===== src/rtl/fft_pkg.sv =====
// Shared constants and state encoding for the FFT capture path.
// The spectrogram address mapper imports the same package.
package fft_pkg;

  localparam int DATA_WIDTH = 16;
  localparam int OUT_WIDTH  = 16;
  localparam int FFT_SIZE   = 256;
  localparam int NO_FFTS    = 50;

  localparam int HALF_SIZE = FFT_SIZE / 2;
  localparam int BIN_W     = $clog2(FFT_SIZE);
  localparam int FRAME_W   = $clog2(NO_FFTS);
  localparam int SAMPLE_W  = $clog2(HALF_SIZE);
  localparam int TAG_W     = FRAME_W + SAMPLE_W;

  localparam logic [BIN_W-1:0]   LAST_BIN   = BIN_W'(FFT_SIZE - 1);
  localparam logic [BIN_W-1:0]   HALF_BIN   = BIN_W'(HALF_SIZE);
  localparam logic [FRAME_W-1:0] LAST_FRAME = FRAME_W'(NO_FFTS - 1);

  typedef enum logic [1:0] {
    ST_IDLE    = 2'd0,
    ST_SYNC    = 2'd1,
    ST_CAPTURE = 2'd2
  } state_e;

endpackage


===== src/rtl/power_sq.sv =====
// Two-stage |X|^2 pipeline: stage 1 registers re^2 and im^2, stage 2
// registers the sum after shift and saturation, with the tag travelling alongside.
module power_sq #(
  parameter int DATA_WIDTH = 16,
  parameter int OUT_WIDTH  = 16,
  parameter int MAG_SHIFT  = 17,
  parameter int TAG_W      = 8
) (
  input  logic                         clk,
  input  logic                         rst,
  input  logic                         in_valid_i,
  input  logic signed [DATA_WIDTH-1:0] re_i,
  input  logic signed [DATA_WIDTH-1:0] im_i,
  input  logic        [TAG_W-1:0]      tag_i,
  output logic                         out_valid_o,
  output logic        [OUT_WIDTH-1:0]  data_o,
  output logic        [TAG_W-1:0]      tag_o
);

  localparam int PROD_W = 2 * DATA_WIDTH;
  localparam int PW     = PROD_W + 1;
  localparam logic [PW-1:0] SAT_MAX = {{(PW - OUT_WIDTH){1'b0}}, {OUT_WIDTH{1'b1}}};

  logic signed [PROD_W-1:0] re_ext, im_ext;
  logic        [PROD_W-1:0] sq_re_d, sq_im_d, sq_re_q, sq_im_q;
  logic                     valid1_q;
  logic        [TAG_W-1:0]  tag1_q;
  logic        [PW-1:0]     sum_w, shifted_w;
  logic        [OUT_WIDTH-1:0] data_d;

  always_comb begin
    re_ext  = PROD_W'(re_i);
    im_ext  = PROD_W'(im_i);
    sq_re_d = re_ext * re_ext;
    sq_im_d = im_ext * im_ext;
  end

  // Squares are non-negative, so the sum is formed unsigned with one carry bit.
  always_comb begin
    sum_w     = {1'b0, sq_re_q} + {1'b0, sq_im_q};
    shifted_w = sum_w >> MAG_SHIFT;
    data_d    = (shifted_w > SAT_MAX) ? {OUT_WIDTH{1'b1}} : shifted_w[OUT_WIDTH-1:0];
  end

  always_ff @(posedge clk or posedge rst) begin
    if (rst) begin
      valid1_q    <= 1'b0;
      tag1_q      <= '0;
      sq_re_q     <= '0;
      sq_im_q     <= '0;
      out_valid_o <= 1'b0;
      data_o      <= '0;
      tag_o       <= '0;
    end else begin
      valid1_q    <= in_valid_i;
      tag1_q      <= tag_i;
      sq_re_q     <= sq_re_d;
      sq_im_q     <= sq_im_d;
      out_valid_o <= valid1_q;
      data_o      <= data_d;
      tag_o       <= tag1_q;
    end
  end

endmodule


===== src/rtl/fft_bin_sequencer.sv =====
// Frame-aligned capture of FFT bins: keeps the lower half of each frame,
// tags each kept bin with {frame, bin} and forwards its power for RAM writes.
module fft_bin_sequencer
  import fft_pkg::*;
#(
  parameter int MAG_SHIFT = 17
) (
  input  logic                  clk,
  input  logic                  rst,
  input  logic                  start,
  input  logic [DATA_WIDTH-1:0] s_re,
  input  logic [DATA_WIDTH-1:0] s_im,
  input  logic                  s_valid,
  input  logic                  s_last,
  output logic                  wr_en,
  output logic [OUT_WIDTH-1:0]  wr_data,
  output logic [FRAME_W-1:0]    fft_idx,
  output logic [SAMPLE_W-1:0]   sample_idx,
  output logic                  busy,
  output logic                  done,
  output logic                  frame_err,
  output logic [1:0]            dbg_state_o
);

  // Stream handshake: s_valid qualifies s_re/s_im/s_last for exactly one
  // cycle; there is no ready, so every valid beat is consumed or dropped.
  state_e               state_q, state_d;
  logic [FRAME_W-1:0]   frame_q, frame_d;
  logic [BIN_W-1:0]     bin_q, bin_d;
  logic                 done_q, done_d;
  logic                 err_q, err_d;
  logic                 pipe_valid;
  logic [TAG_W-1:0]     pipe_tag, out_tag;

  always_ff @(posedge clk or posedge rst) begin
    if (rst) begin
      state_q <= ST_IDLE;
      frame_q <= '0;
      bin_q   <= '0;
      done_q  <= 1'b0;
      err_q   <= 1'b0;
    end else begin
      state_q <= state_d;
      frame_q <= frame_d;
      bin_q   <= bin_d;
      done_q  <= done_d;
      err_q   <= err_d;
    end
  end

  always_comb begin
    state_d    = state_q;
    frame_d    = frame_q;
    bin_d      = bin_q;
    done_d     = 1'b0;
    err_d      = 1'b0;
    pipe_valid = 1'b0;
    case (state_q)
      ST_IDLE: begin
        if (start) begin
          state_d = ST_SYNC;
          frame_d = '0;
        end
      end
      ST_SYNC: begin
        if (s_valid && s_last) begin
          state_d = ST_CAPTURE;
          bin_d   = '0;
        end
      end
      ST_CAPTURE: begin
        if (s_valid) begin
          pipe_valid = (bin_q < HALF_BIN);
          if (bin_q == LAST_BIN) begin
            bin_d = '0;
            if (!s_last) begin
              err_d   = 1'b1;
              state_d = ST_SYNC;
            end else if (frame_q == LAST_FRAME) begin
              done_d  = 1'b1;
              state_d = ST_IDLE;
            end else begin
              frame_d = frame_q + 1'b1;
            end
          end else if (s_last) begin
            // Short frame: restart the same row so the next frame overwrites it.
            err_d = 1'b1;
            bin_d = '0;
          end else begin
            bin_d = bin_q + 1'b1;
          end
        end
      end
      default: state_d = ST_IDLE;
    endcase
  end

  assign pipe_tag = {frame_q, bin_q[SAMPLE_W-1:0]};

  power_sq #(
    .DATA_WIDTH(DATA_WIDTH),
    .OUT_WIDTH (OUT_WIDTH),
    .MAG_SHIFT (MAG_SHIFT),
    .TAG_W     (TAG_W)
  ) u_power_sq (
    .clk        (clk),
    .rst        (rst),
    .in_valid_i (pipe_valid),
    .re_i       (s_re),
    .im_i       (s_im),
    .tag_i      (pipe_tag),
    .out_valid_o(wr_en),
    .data_o     (wr_data),
    .tag_o      (out_tag)
  );

  assign fft_idx     = out_tag[TAG_W-1:SAMPLE_W];
  assign sample_idx  = out_tag[SAMPLE_W-1:0];
  assign busy        = (state_q != ST_IDLE);
  assign done        = done_q;
  assign frame_err   = err_q;
  assign dbg_state_o = state_q;

endmodule


===== config.mk =====
export PLATFORM = sky130hd
export DESIGN_NAME = fft_bin_sequencer
export DESIGN_NICKNAME = d
export VERILOG_FILES = /design/src/rtl/fft_pkg.sv /design/src/rtl/power_sq.sv /design/src/rtl/fft_bin_sequencer.sv
export SDC_FILE = /design/constraint.sdc
export NUM_CORES = 1
export LEC_CHECK = 0
export CORE_UTILIZATION = 25
export DETAILED_ROUTE_END_ITERATION = 10
export PLACE_DENSITY = 0.49
export SLEW_MARGIN = 20
export SYNTH_ARGS = -nofsm -noshare
export SYNTH_HDL_FRONTEND = slang
export SYNTH_SLANG_ARGS = --single-unit

===== constraint.sdc =====
create_clock -name clk -period 11 [get_ports clk]
set_clock_uncertainty 0.15 [all_clocks]
set_input_delay 1.65 -clock clk [delete_from_list [all_inputs] [get_ports clk]]
set_output_delay 1.65 -clock clk [all_outputs]
set_load 0.01 [all_outputs]

; Word-level counts from Yosys, hierarchy flattened
; Index checks and enable logic that the tools add are counted.
[op_classes]
n_eq_ne = 11
reduce_logical = 8
order_cmp = 2
n_div = 0
n_shift = 0
add_sub_neg = 3
n_mul = 2
mux = 31
bitwise_logic = 0
[op_table]
columns = op, n
row1 = multiplier 16 x 16 -> 32 bit, 2
row2 = adder 32 x 32 -> 33 bit, 1
row3 = two-way mux 8 bit, 4
row4 = two-way mux 6 bit, 5
row5 = "greater-than comparator 16 bit, second input constant", 1
row6 = two-way mux 16 bit, 1
row7 = case mux 8 bit (2 select lines), 1
row8 = two-way mux 1 bit, 12
row9 = two-way mux 2 bit, 6
row10 = "!= test 2 bit, second input constant", 6
row11 = case mux 6 bit (2 select lines), 1
row12 = "adder 8 x 1 -> 8 bit, second input constant", 1
row13 = "equality test 8 bit, second input constant", 1
row14 = "< comparator 8 bit, second input constant", 1
row15 = "adder 6 x 1 -> 6 bit, second input constant", 1
row16 = "equality test 6 bit, second input constant", 1
row17 = case mux 2 bit (3 select lines), 1
row18 = AND reduction 6 bit, 1
row19 = nonzero test 2 bit, 3
row20 = AND reduction 5 bit, 1
row21 = "!= test 3 bit, second input constant", 1
row22 = AND reduction 3 bit, 1
row23 = "equality test 2 x 1 -> 1 bit, second input constant", 1
row24 = "equality test 2 bit, second input constant", 1
row25 = 2 further kinds, 2
[totals]
mem_bits_ro = 0
mem_bits_rw = 0
out_inout_bits = 35
reg_bits = 126
memories = 0
latch_bits = 0

; Depth between registers and ports, before layout
; Gate-level depths: netlist (run 1).
[logic_depth]
word_depth = 6
ltp_mapped = 24
depth_no_buf = 23

; Hierarchy
; From an unflattened synthesis (run 1), not the netlist that was laid out.
[unflattened]
hier_cells = 2344
hier_area_um2 = 22729.3
[by_module_without_submodules]
columns = mod, instances, cells_each, area_each_um2
row1 = power_sq, 1, 2220, 21624.5
row2 = fft_bin_sequencer, 1, 124, 1104.8

; Least setup slack after synthesis (run 1)
; No wires, ideal clock.
[synth_timing]
kind = input-to-reg
startpoint = in s_re[15]
endpoint = reg u_power_sq.sq_re_q[31]
stages = 21
t_arrival_ns = 7.495
path_slack_ns = 3.275
path_buffers = 2
setup_time_ns = 0.080
cell_sequence = clkbuf_1 inv_1 buf_1 nor2_1 fa_1 fa_1 fa_1 fa_1 fa_1 inv_1 fa_1 inv_1 ha_1 a21oi_1 o21ai_0 o41ai_1 o311ai_0 o21ai_1 o2111ai_1 a21oi_1 xnor2_1
[synth_between]
elab_chain_len = 1
[synth_rtl]
columns = element, line
row1 = "start, declared", fft_bin_sequencer.sv:11  ; input logic [DATA_WIDTH-1:0] s_re,
row2 = multiplier 16 x 16 -> 32 bit, power_sq.sv:34  ; sq_re_d = re_ext * re_ext;
row3 = net u_power_sq.sq_re_d[31], power_sq.sv:25  ; logic [PROD_W-1:0] sq_re_d, sq_im_d, sq_re_q, sq_im_q;
row4 = "end signal, assigned", power_sq.sv:57  ; sq_re_q <= sq_re_d;
row5 = "end, declared", power_sq.sv:25
; The timed path passes the listed nets, and every way through them passes these cells.
; A chain may end at the register's enable or synchronous reset.

; Worst setup path in the final report (run 1)
; Same ends and word-level chain as after synthesis.

==> impl_metrics.py, run 1 <==
metrics = {
    "run_status": {
        "status": "complete, but fails checks",
        "violations": "DRC",
    },
    "finish": {
        "syn_to_final_growth_pct": 11.91,
        "design_area_um2": 25070,
        "final_nets": 3045,
        "insertedDiodeCount": 0,
        "drive_above_1_share_pct": 3.419,
        "fin_cells": 3505,
    },
    "global_route": {
        "grt_pass1_wl_um": 81890,
        "antenna_found_initial": 1,
        "overflow": 0,
        "grt_max_degree": 73,
        "grt_usage_pct": 11.31,
        "grt_pass1_vias": 16060,
    },
    "placed_design": {
        "dp_cells": 3473,
        "port_buffers": 71,
        "gp_congestion": 0.7799,
        "place_area_um2": 24460,
        "dp_hpwl_um": 39690,
    },
    "floorplanning": {
        "io_pins": 72,
        "dieArea_um2": 90820,
        "rows": 109,
        "start_util_pct": 25.31,
        "die_w_um": 301.4,
        "die_y_um": 301.4,
        "core_area_um2": 88510,
    },
    "logic_synthesis": {
        "synth_edf_count": 0,
        "synthArstFlopShare_pct": 100.0,
        "avgSynthCellArea_um2": 9.835,
        "syn_inst": 2278,
        "synth_nets": 2996,
        "ys_ff_latch": 122,
        "ys_types": 70,
        "ys.flop_type": "dfrtp_1",
        "yosysWarningCount": 0,
        "synth_area_um2": 22400,
        "ys_seq_area_share_pct": 13.63,
    },
    "clocking": {
        "cts_tree": "done",
        "cts_buffer_depth": 2,
        "cts_root_buffer": "clkbuf_16",
        "cts_max_level": 4,
        "clk_pin_slew_ns": 0.06,
        "cts_hold_buf": 0,
        "clk_latency_ns": 0.42,
        "cts_buffers": 17,
        "postCtsSetupBuffers": 0,
        "ctsResizeCount": 0,
        "cts.sinks": 122,
    },
    "critical_path": {
        "regToRegSetupSlack_ns": 8.18,
        "cp_common_cell": "fa_1",
        "arrival_ns": 8.90,
        "r2r-end": "u_power_sq.data_o[13]$_DFF_PP0_",
        "cp_slowest_cell": "fa_1",
        "r2r-start": "u_power_sq.sq_im_q[6]$_DFF_PP0_",
        "startpoint": "s_re[15]",
        "worstSetupPathType": "input port to register",
        "crit_fanout": 18,
        "endpoint": "u_power_sq.sq_re_q[31]$_DFF_PP0_",
        "crit_required_ns": 11.19,
        "cp-start-kind": "input port",
        "reg2regPathDepth": 9,
        "endpoint_kind": "register",
        "cp_cell_sequence": "clkdlybuf4s50_1 -> buf_4 -> inv_1 -> nor2_1 -> fa_1 -> fa_1 -> fa_1 -> fa_1 -> fa_1 -> inv_1 -> fa_1 -> inv_1 -> ha_1 -> a21oi_1 -> o21ai_0 -> o41ai_1 -> o311ai_0 -> o21ai_1 -> o2111ai_1 -> a21oi_1 -> xnor2_1",
        "slowest_delay_ns": 0.89,
    },
    "route": {
        "num_vias": 14490,
        "ant_nets": 0,
        "drc": 15,
        "drt-total-wl_um": 47390,
        "drtIter0Drc": 605,
        "wl_per_cell_um": 13.52,
        "vias_per_cell": 4.134,
        "firstDrtPassIters": 8,
    },
    "hold_path": {
        "hp-class": "register to register",
        "worstHoldStart": "u_power_sq.tag1_q[4]$_DFF_PP0_",
    },
    "sta": {
        "rsz0062_at_grt": "no",
        "drv_slew": 0,
        "fin_setup_tns_ns": 0,
        "min_period_over_period_pct": 79.20,
        "fmaxAchievable_mhz": 114.8,
        "finalHoldViolations": 0,
        "tightest_slew_ns": 0.9488,
        "finalSetupViolations": 0,
        "min_period_ns": 8.712,
        "relSlewSlack_pct": 36.55,
    },
    "run": {
        "max_cap_viol_count": 0,
    },
}
## layer usage
layer | wire (um) | GRT usage [%] | share of wire, % | vias up
met1 | 20930 | 14.44 | 44 | 7438
met5 | 0 | 0 | 0 | -
met3 | 1096 | 1.484 | 2.3 | 25
met4 | 331 | 1.426 | 0.70 | 0
li1 | - | - | - | 6897
met2 | 25030 | 20.66 | 53 | 131
## sequential cells by signal, indices dropped and copies added, names as in the netlist
signal / count
u_power_sq.valid1_q: 1
bin_q: 8
u_power_sq.tag_o: 13
dbg_state_o: 2
u_power_sq.tag1_q: 13
frame_err: 1
u_power_sq.data_o: 16
frame_q: 6
u_power_sq.sq_re_q: 30
done: 1
u_power_sq.out_valid_o: 1
u_power_sq.sq_im_q: 30
## stage by stage
step           utilization (%)  hold slack, ns  setup slack, ns
6_report                 28.33          0.1977            2.288
5_1_grt                  28.33          0.2043            1.858
4_1_cts                  28.33          0.1983            2.237
3_5_place_dp             27.64          0.1847            1.844
3_3_place_gp             27.64          0.1829            1.954
2_1_floorplan                -          0.1812            3.275
## cells in the final DEF, fill, tap and decap left out, types with 17 or more instances in the layout
master,n
nor2_1,92
xor2_1,21
a21o_1,29
dfrtp_1,122
and2_1,79
ha_1,208
fa_1,473
nand2_1,184
a21oi_1,49
clkbuf_16,17
clkdlybuf4s50_1,71
xnor2_1,83
o21ai_0,38
nand3_1,19
inv_1,639
## cell usage after synthesis, types with 19 or more instances
library cell / n / area share, %
xor2_1: 21 / 0.82
nand2_1: 184 / 3.1
clkbuf_1: 49 / 0.82
a21o_1: 29 / 0.97
nand3_1: 19 / 0.42
a21oi_1: 49 / 1.1
nor2_1: 92 / 1.5
xnor2_1: 83 / 3.2
fa_1: 473 / 42
inv_1: 640 / 11
ha_1: 208 / 12
and2_1: 79 / 2.2
dfrtp_1: 122 / 14
o21ai_0: 38 / 0.85
## critical path: cells and delay by family
family	cells	cell delay, ns
compound gates	7	1.82
fa+ha+maj	7	3.82
xor+xnor	1	0.13
simple gates	1	0.32
buf+inv	5	1.14
## layout make-up
class                           count  area, um2
Multi-Input combinational cell   1464      16750
Fill cell                        9367      63440
Clock inverter                     14      182.7
Sequential cell                   122       3053
Tap cell                         1165       1458
Timing Repair Buffer               82      793.3
Inverter                          640       2405
Clock buffer                       18      429.2
## cells by family (layout without fill, tap and decap cells)
kind of cell / count (synthesis) / after routing / synth area share (%)
buffers and inverters: 692 / 754 / 11.60
multiplexers: 6 / 6 / 0.2681
AND/OR/NAND/NOR: 455 / 455 / 9.606
AO/OA/AOI/OAI: 218 / 218 / 6.953
XOR/XNOR: 104 / 104 / 4.066
adder cells (fa/ha/maj): 681 / 681 / 53.88
flip-flops: 122 / 122 / 13.63
## worst min-delay path by stage
stage,endpoint,cells past startpoint
final,u_power_sq.tag_o[4]$_DFF_PP0_,0
after CTS,u_power_sq.tag_o[6]$_DFF_PP0_,0
after global placement,u_power_sq.tag_o[2]$_DFF_PP0_,0
after global routing,u_power_sq.tag_o[2]$_DFF_PP0_,0
after detailed placement,u_power_sq.tag_o[12]$_DFF_PP0_,0
after floorplan,u_power_sq.out_valid_o$_DFF_PP0_,0
Power of run 1 is left out: the tool's default activity adds up to more than one toggle a clock period on the data nets, which glitch-free logic cannot reach.
==> run 2, diff against run 1 <==
--- a/config.mk
+++ b/config.mk
@@ -7,7 +7,7 @@
 export LEC_CHECK = 0
 export CORE_UTILIZATION = 25
 export DETAILED_ROUTE_END_ITERATION = 10
-export PLACE_DENSITY = 0.49
+export PLACE_DENSITY = 0.51
 export SLEW_MARGIN = 20
 export SYNTH_ARGS = -nofsm -noshare
 export SYNTH_HDL_FRONTEND = slang
==> constraint.sdc (replaced) <==
create_clock -name clk -period 7.3 [get_ports clk]
set_clock_uncertainty 0.15 [all_clocks]
set_input_delay 1.095 -clock clk [delete_from_list [all_inputs] [get_ports clk]]
set_output_delay 1.095 -clock clk [all_outputs]
set_load 0.01 [all_outputs]
==> run 2 against run 1 <==
  * The flow still finishes with violations (DRC)
  * Setup slack got worse by 2.0 ns
  * Final cell count increased by 6.5%
  * Routed wire length increased by 1.1%
  * Design area increased by 7.2%
  * Sequential share of layout area decreased by 0.82 points
  * Critical path type unchanged
  * Critical endpoint is now u_power_sq.sq_im_q[29]$_DFF_PP0_
  * Highest routed layer unchanged
==> impl_metrics.py, run 2 (synthesized netlist as in run 1, its figures left out) <==
metrics = {
    "sta": {
        "finalHoldViolations": 0,
        "drv_slew": 0,
        "min_period_over_period_pct": 95.51,
        "tightest_slew_ns": 0.7082,
        "finalSetupViolations": 0,
        "fmaxAchievable_mhz": 143.4,
        "min_period_ns": 6.972,
        "rsz0062_at_grt": "no",
        "relSlewSlack_pct": 52.78,
    },
    "global_route": {
        "grt_usage_pct": 11.50,
        "overflow": 0,
        "antenna_found_initial": 0,
        "grt_pass1_vias": 17020,
        "grt_max_degree": 76,
        "grt_pass1_wl_um": 83750,
    },
    "route": {
        "firstDrtPassIters": 8,
        "drc": 26,
        "drtIter0Drc": 473,
        "wl_per_cell_um": 12.84,
        "ant_nets": 0,
        "drt-total-wl_um": 47910,
        "vias_per_cell": 4.078,
        "num_vias": 15220,
    },
    "placed_design": {
        "dp_cells": 3697,
        "dp_hpwl_um": 42520,
        "gp_congestion": 0.8177,
        "place_area_um2": 26240,
        "port_buffers": 71,
    },
    "floorplanning": {
        "rows": 109,
        "die_w_um": 301.4,
        "dieArea_um2": 90820,
        "start_util_pct": 25.31,
        "io_pins": 72,
        "die_y_um": 301.4,
        "core_area_um2": 88510,
    },
    "clocking": {
        "cts_buffers": 17,
        "cts_hold_buf": 0,
        "clk_pin_slew_ns": 0.06,
        "clk_latency_ns": 0.42,
        "cts_tree": "done",
        "cts_buffer_depth": 2,
        "cts_root_buffer": "clkbuf_16",
        "cts.sinks": 122,
        "cts_max_level": 4,
    },
    "critical_path": {
        "crit_required_ns": 7.45,
        "endpoint_kind": "register",
        "crit_fanout": 4,
        "startpoint": "s_im[9]",
        "cp-start-kind": "input port",
        "worstSetupPathType": "input port to register",
        "r2r-start": "u_power_sq.sq_im_q[6]$_DFF_PP0_",
        "arrival_ns": 7.13,
    },
    "run": {
        "max_cap_viol_count": 0,
    },
    "finish": {
        "syn_to_final_growth_pct": 19.99,
        "design_area_um2": 26880,
        "final_common_cell": "inv_1",
        "drive_above_1_share_pct": 12.00,
        "fin_cells": 3732,
        "final_nets": 3271,
        "mostFrequentLayoutCells": "inv_1 (639), fa_1 (473), buf_4 (228)",
        "biggestRegsByFlops": "u_power_sq.sq_im_q: 30 flops, u_power_sq.sq_re_q: 30 flops, u_power_sq.data_o: 16 flops",
    },
    "hold_path": {
        "hp-class": "register to register",
        "worstHoldStart": "u_power_sq.tag1_q[5]$_DFF_PP0_",
    },
    "run_status": {
        "status": "complete, but fails checks",
        "violations": "DRC",
    },
}
[run 2: through the flow]
step                      TNS [ns]  hold slack, ns  util, %  setup WS, ns
final                            0          0.1889    30.37        0.3279
after global routing             0          0.1930    30.37      0.001399
after CTS                        0          0.1920    30.34        0.1309
after detailed placement    -2.043          0.1847    29.65       -0.2914
after global placement      -2.125          0.1822    29.65       -0.3304
after floorplan                  0          0.1812        -        0.1304
[run 2: path summary, 6_finish.rpt]
check | to | slack (ns) | depth (start not counted)
hold reg to reg | u_power_sq.tag_o[5]$_DFF_PP0_ | 0.19 | 0
max in group asynchronous | u_power_sq.sq_re_q[20]$_DFF_PP0_ | 4.93 | 3
min in group asynchronous | u_power_sq.tag1_q[2]$_DFF_PP0_ | 0.94 | 2
setup / recovery | u_power_sq.sq_im_q[29]$_DFF_PP0_ | 0.33 | 25
hold / removal | u_power_sq.tag_o[5]$_DFF_PP0_ | 0.19 | 0
setup reg to reg | u_power_sq.data_o[13]$_DFF_PP0_ | 4.50 | 9
[run 2: final cells by class]
type	instances	area, um2
well taps	1165	1458
diodes	1	2.502
inverters	640	2405
fillers	9289	61630
repair buffers	308	2599
multi-input cells	1464	16760
clock buffers	18	439.2
flip-flops and latches	122	3053
clock inverters	14	170.2
[run 2: critical path, stage by stage]
cell	delay [ns]
clkdlybuf4s50_1	0.52
buf_4	0.20
buf_4	0.13
nand2_1	0.09
inv_1	0.07
fa_1	0.54
inv_1	0.06
fa_1	0.44
fa_1	0.54
inv_1	0.05
fa_1	0.50
fa_1	0.49
inv_1	0.05
fa_1	0.47
inv_1	0.04
ha_1	0.29
a21o_1	0.21
nand4_1	0.08
a21boi_1	0.28
a211oi_1	0.13
buf_4	0.16
o21ai_1	0.14
nand2_1	0.13
buf_4	0.16
a211o_1	0.25
[run 2: routing by layer]
| metal | up-vias | routed length [um] | GRT usage [%] |
|---|---|---|---|
| met4 | 0 | 549 | 1.668 |
| met3 | 37 | 1257 | 1.527 |
| met5 | - | 0 | 0 |
| li1 | 7357 | - | - |
| met2 | 134 | 24710 | 20.57 |
| met1 | 7692 | 21400 | 14.94 |
[run 2: repair_timing]
action	4_1_cts	5_1_grt
buffers inserted	0	2
gates resized for setup	0	3
setup endpoints to repair	0	5
Power of run 2 is left out for the same reason.
